**src/rtl/y86_pkg.sv**
```systemverilog
// Shared Y86-64 constants: instruction/function codes, condition-code layout
// and the branch/cmov condition decode used by y86_cond_eval.
package y86_pkg;

    localparam logic [3:0] IRRMOVQ = 4'h2;
    localparam logic [3:0] IOPQ    = 4'h6;
    localparam logic [3:0] IJXX    = 4'h7;

    localparam logic [3:0] ALUADD = 4'h0;
    localparam logic [3:0] ALUSUB = 4'h1;
    localparam logic [3:0] ALUAND = 4'h2;
    localparam logic [3:0] ALUXOR = 4'h3;

    localparam logic [3:0] C_YES = 4'h0;
    localparam logic [3:0] C_LE  = 4'h1;
    localparam logic [3:0] C_L   = 4'h2;
    localparam logic [3:0] C_E   = 4'h3;
    localparam logic [3:0] C_NE  = 4'h4;
    localparam logic [3:0] C_GE  = 4'h5;
    localparam logic [3:0] C_G   = 4'h6;

    // cc vector is {ZF,SF,OF}
    localparam int CC_ZF = 2;
    localparam int CC_SF = 1;
    localparam int CC_OF = 0;

    localparam logic [2:0] CC_RESET = 3'b100;

    function automatic logic cond_of(input logic [3:0] fn, input logic [2:0] cc);
        logic zf, sf, of;
        zf = cc[CC_ZF];
        sf = cc[CC_SF];
        of = cc[CC_OF];
        case (fn)
            C_YES:   cond_of = 1'b1;
            C_LE:    cond_of = (sf ^ of) | zf;
            C_L:     cond_of = sf ^ of;
            C_E:     cond_of = zf;
            C_NE:    cond_of = ~zf;
            C_GE:    cond_of = ~(sf ^ of);
            C_G:     cond_of = ~(sf ^ of) & ~zf;
            default: cond_of = 1'b0;
        endcase
    endfunction

endpackage

```
**src/rtl/y86_cond_eval.sv**
```systemverilog
// Combinational jXX/cmovXX condition evaluation from a {ZF,SF,OF} flag vector.
module y86_cond_eval
    import y86_pkg::*;
(
    input  logic [2:0] cc,
    input  logic [3:0] ifun,
    output logic       cond
);

    logic [15:0] cond_vec;

    // One decoded condition per function code; ifun then simply selects.
    generate
        for (genvar gi = 0; gi < 16; gi++) begin : g_cond
            assign cond_vec[gi] = cond_of(4'(gi), cc);
        end
    endgenerate

    assign cond = cond_vec[ifun];

endmodule

```
**src/rtl/y86_cc_unit.sv**
```systemverilog
// Y86-64 condition-code register, OPq flag generation and cnd evaluation.
// Define Y86_CC_TRACE_EN to add saturating taken/total jXX counters.
module y86_cc_unit
    import y86_pkg::*;
#(
    parameter int W     = 64,
    parameter int CNT_W = 32
) (
    input  logic             clk,
    input  logic             rst,
    input  logic [3:0]       icode,
    input  logic [3:0]       ifun,
    input  logic [W-1:0]     aluA,
    input  logic [W-1:0]     aluB,
    input  logic [W-1:0]     valE,
    input  logic             stall,
    output logic [2:0]       cc_out,
`ifdef Y86_CC_TRACE_EN
    output logic [CNT_W-1:0] br_taken_cnt,
    output logic [CNT_W-1:0] br_total_cnt,
`endif
    output logic             cnd
);

    logic [2:0] cc_reg;
    logic [2:0] cc_next;
    logic       set_cc;
    logic       of_next;
    logic       cond;
    logic       a_msb, b_msb, e_msb;

    assign a_msb = aluA[W-1];
    assign b_msb = aluB[W-1];
    assign e_msb = valE[W-1];

    // Only the sign bits of the operands matter for overflow.
    logic unused_opnd_bits;
    assign unused_opnd_bits = ^{aluA[W-2:0], aluB[W-2:0]};

    assign set_cc = (icode == IOPQ) && (ifun <= ALUXOR) && !stall;

    always_comb begin
        of_next = 1'b0;
        case (ifun)
            ALUADD:  of_next = (a_msb == b_msb) && (e_msb != a_msb);
            ALUSUB:  of_next = (a_msb != b_msb) && (e_msb != b_msb);
            default: of_next = 1'b0;
        endcase
        cc_next         = '0;
        cc_next[CC_ZF]  = (valE == '0);
        cc_next[CC_SF]  = e_msb;
        cc_next[CC_OF]  = of_next;
    end

    always_ff @(posedge clk) begin
        if (rst) begin
            cc_reg <= CC_RESET;
        end else if (set_cc) begin
            cc_reg <= cc_next;
        end
    end

    assign cc_out = cc_reg;

    // Condition always comes from the stored flags, never this cycle's OPq.
    y86_cond_eval u_cond_eval (
        .cc   (cc_reg),
        .ifun (ifun),
        .cond (cond)
    );

    assign cnd = ((icode == IRRMOVQ) || (icode == IJXX)) ? cond : 1'b0;

`ifdef Y86_CC_TRACE_EN
    logic [CNT_W-1:0] taken_reg;
    logic [CNT_W-1:0] total_reg;

    always_ff @(posedge clk) begin
        if (rst) begin
            taken_reg <= '0;
            total_reg <= '0;
        end else if ((icode == IJXX) && !stall) begin
            if (total_reg != '1) begin
                total_reg <= total_reg + 1'b1;
            end
            if (cnd && (taken_reg != '1)) begin
                taken_reg <= taken_reg + 1'b1;
            end
        end
    end

    assign br_taken_cnt = taken_reg;
    assign br_total_cnt = total_reg;
`endif

endmodule

```
**config.mk**
```make
export PLATFORM = sky130hd
export DESIGN_NAME = y86_cc_unit
export DESIGN_NICKNAME = d
export VERILOG_FILES = /design/src/rtl/y86_pkg.sv /design/src/rtl/y86_cond_eval.sv /design/src/rtl/y86_cc_unit.sv
export SDC_FILE = /design/constraint.sdc
export NUM_CORES = 1
export LEC_CHECK = 0
export ABC_AREA = 1
export BUFFER_PORTS_ARGS = -buffer_cell sky130_fd_sc_hd__buf_2
export CAP_MARGIN = 10
export CORE_AREA = 2 2 80 82
export CTS_BUF_LIST = sky130_fd_sc_hd__clkbuf_4
export DETAILED_ROUTE_END_ITERATION = 7
export DIE_AREA = 0 0 82 84
export GPL_ROUTABILITY_DRIVEN = 0
export GPL_TIMING_DRIVEN = 0
export PLACE_DENSITY = 0.6
export SYNTH_ARGS = -nofsm -noshare
export SYNTH_HDL_FRONTEND = slang
export SYNTH_HIERARCHICAL = 1
export SYNTH_SLANG_ARGS = --single-unit
```
**constraint.sdc**
```tcl
create_clock -name clk -period 1.8 [get_ports clk]
set_input_delay 0.09 -clock clk [delete_from_list [all_inputs] [get_ports clk]]
set_output_delay 0.09 -clock clk [all_outputs]
set_load 0.03 [all_outputs]
```
==> metrics.md <==
| Metric | Value |
|---|---|
| Status | `completed` |
| Reg clk slew, reported paths | `40 ps` |
| Clock Latency Late Sink | `230 ps` |
| Crit path kind | `register to output port` |
| Largest net degree at the start of global routing | `8` |
| H-tree levels | `1` |
| Rows | `29` |
| Cts hold-fix bufs | `0` |
| Number of global-route vias before repair | `832` |
| P_leak | `0.5695 nW` |
| Post-synth cell types | `18` |
| Worst slew margin | `0.8649` |
| Final Critical Period | `1574 ps` |
| Slew at the pin with the worst max-slew slack | `202.6 ps` |
| First-pass GRT wire length | `3208 µm` |
| P per Cell Area | `316.9 nW/µm²` |
| Worst VDD drop | `0.00008239 V` |
| Gr usage total | `0.06053` |
| DRC | `0` |
| Type of origin of the critical path | `register` |
| Setup crit end kind | `output port` |
| Layout area overhead | `97.04%` |
| Unrepaired setup endpoints after global routing | `no` |
| Post-cts sizing count | `0` |
| Initial antenna violation count | `0` |
| CP arrival | `1480 ps` |
| Avg Vias per Cell | `3.502` |
| Synth warn | `6` |
| Register area share after synthesis | `0.1093` |
| Detailed Place HPWL | `1966 µm` |
| Die Wd | `82 µm` |
| Commonest non-fill, non-tap cells in the layout | `buf_2 (80), nor2_1 (46), nand2_1 (31)` |
| Clock sinks | `3` |
| Congestion Overflow GR | `0` |
| IO Pins | `207` |
| Chip Height | `84 µm` |
| Core area | `6096 µm²` |
| CP required | `1710 ps` |
| Hold crit path type | `input port to register` |
| Slew Limit Fails | `0` |
| Net count after synthesis | `317` |
| Most common cell after layout, fill and taps aside | `buf_2` |
| TritonCTS clock tree | `yes` |
| Fillcell total | `729` |
| Max-Cap Viols | `0` |
| Nets | `402` |
| Layout cells sized above 1 | `0.4747` |
| Clk_skew | `0 ps` |
| Fin. Hold Viols | `0` |
| Vias | `963` |
| Num CTS Buffers | `3` |
| Initial Util | `0.09011` |
| Antenna diodes | `0` |
| Drt total wl | `2057 µm` |
| #FFs+latches synth | `3` |
| Final Cycle Share | `0.8747` |
| First-pass iteration count of the detailed router | `4` |
| Synthesized area per cell | `4.818 µm²` |
| Post-Syn Instances | `114` |
| Drt initial violations | `18` |
| Fin worst setup slack | `225.6 ps` |
| Post-Synthesis Cell Area | `549.3 µm²` |
| Max reg flops | `3` |
| PortBufs | `80` |
| Number of nets with antenna violations after routing | `0` |
| Die area | `6888 µm²` |
| Avg WL per Cell | `7.480 µm` |
| Clk root buf | `clkbuf_4` |
| Highest clock rate | `0.6352 GHz` |
| Finish-stage setup viols | `0` |
| Post-CTS setup buffers | `0` |
| DP Worst Slack | `443.9 ps` |
| Max Root-Sink Buffers | `2` |
| Crit path max fanout | `4` |
| TNS Setup | `0 ps` |
## critical path: stages (launching register included)
cell	delay, ps
dfxtp_1	370
nand2_1	100
nand3_2	80
nand2_1	50
nand2_1	50
nand2_1	50
nor2_2	70
inv_1	50
nor4_2	190
buf_2	230
## Yosys cell counts
master	number	area share
a21boi_1	1	0.014
a211oi_1	1	0.014
nor3_1	1	0.0091
nand2_2	2	0.023
nand4_1	3	0.034
nor4_1	1	0.011
a21oi_1	2	0.018
nand3_1	2	0.018
inv_16	1	0.036
o21ai_0	2	0.018
nor2_1	46	0.31
inv_1	11	0.075
nor2_2	4	0.046
dfxtp_1	3	0.11
nand2_1	31	0.21
a21oi_2	1	0.016
nand3_2	1	0.018
nand3b_1	1	0.014
## power by group
part | internal [mW] | switching (mW) | leakage [nW]
clock network | 0.0981 | 0.0347 | 0.0184
logic | 0.0804 | 0.0623 | 0.527
registers | 0.0672 | 0.000335 | 0.0242
total | 0.246 | 0.0973 | 0.570
## through the flow
stage / utilization / total power [mW] / std cells / hold slack (ps) / instance area (µm²)
2_1_floorplan: - / 0.1161 / 114 / 152.4 / 555.5
3_3_place_gp: 0.1726 / 0.2111 / 271 / 287.8 / 1052
3_5_place_dp: 0.1726 / 0.2135 / 271 / 290.7 / 1052
4_1_cts: 0.1775 / 0.3545 / 275 / 40.51 / 1082
5_1_grt: 0.1775 / 0.3747 / 275 / 49.99 / 1082
6_report: 0.1775 / 0.3430 / 275 / 49.20 / 1082
## kinds of logic (layout without fill, tap and decap cells)
kind of cell / Yosys count / in the layout / share of synthesized area
AOI/OAI and AO/OA: 7 / 7 / 0.07974
and+or+nand+nor: 92 / 92 / 0.6993
DFF: 3 / 3 / 0.1093
buffers and inverters: 12 / 96 / 0.1116
## worst paths after layout
kind	startpoint	endpoint	slack (ps)	depth (start not counted)
max	cc_out[0]	cnd	230	9
min	rst	cc_out[0]	50	2
min reg2reg	cc_out[2]	cc_out[2]	510	2
max reg2reg	cc_out[1]	cc_out[1]	1150	2
## layer usage
| layer | wire [µm] | GRT usage |
|---|---|---|
| met3 | 219 | 0.005411 |
| met5 | 0 | 0 |
| met2 | 969 | 0.1086 |
| met1 | 843 | 0.06836 |
| met4 | 24 | 0.03182 |
## cell type report
type / count / area [µm²] / area share
Multi-Input combinational cell: 99 / 434.2 / 0.4012
Inverter: 12 / 61.31 / 0.05665
Sequential cell: 3 / 60.06 / 0.05549
Clock buffer: 4 / 30.03 / 0.02775
Tap cell: 77 / 96.34 / 0.08902
Timing Repair Buffer: 80 / 400.4 / 0.3699
Note: power is estimated with default switching activity, not from simulation.
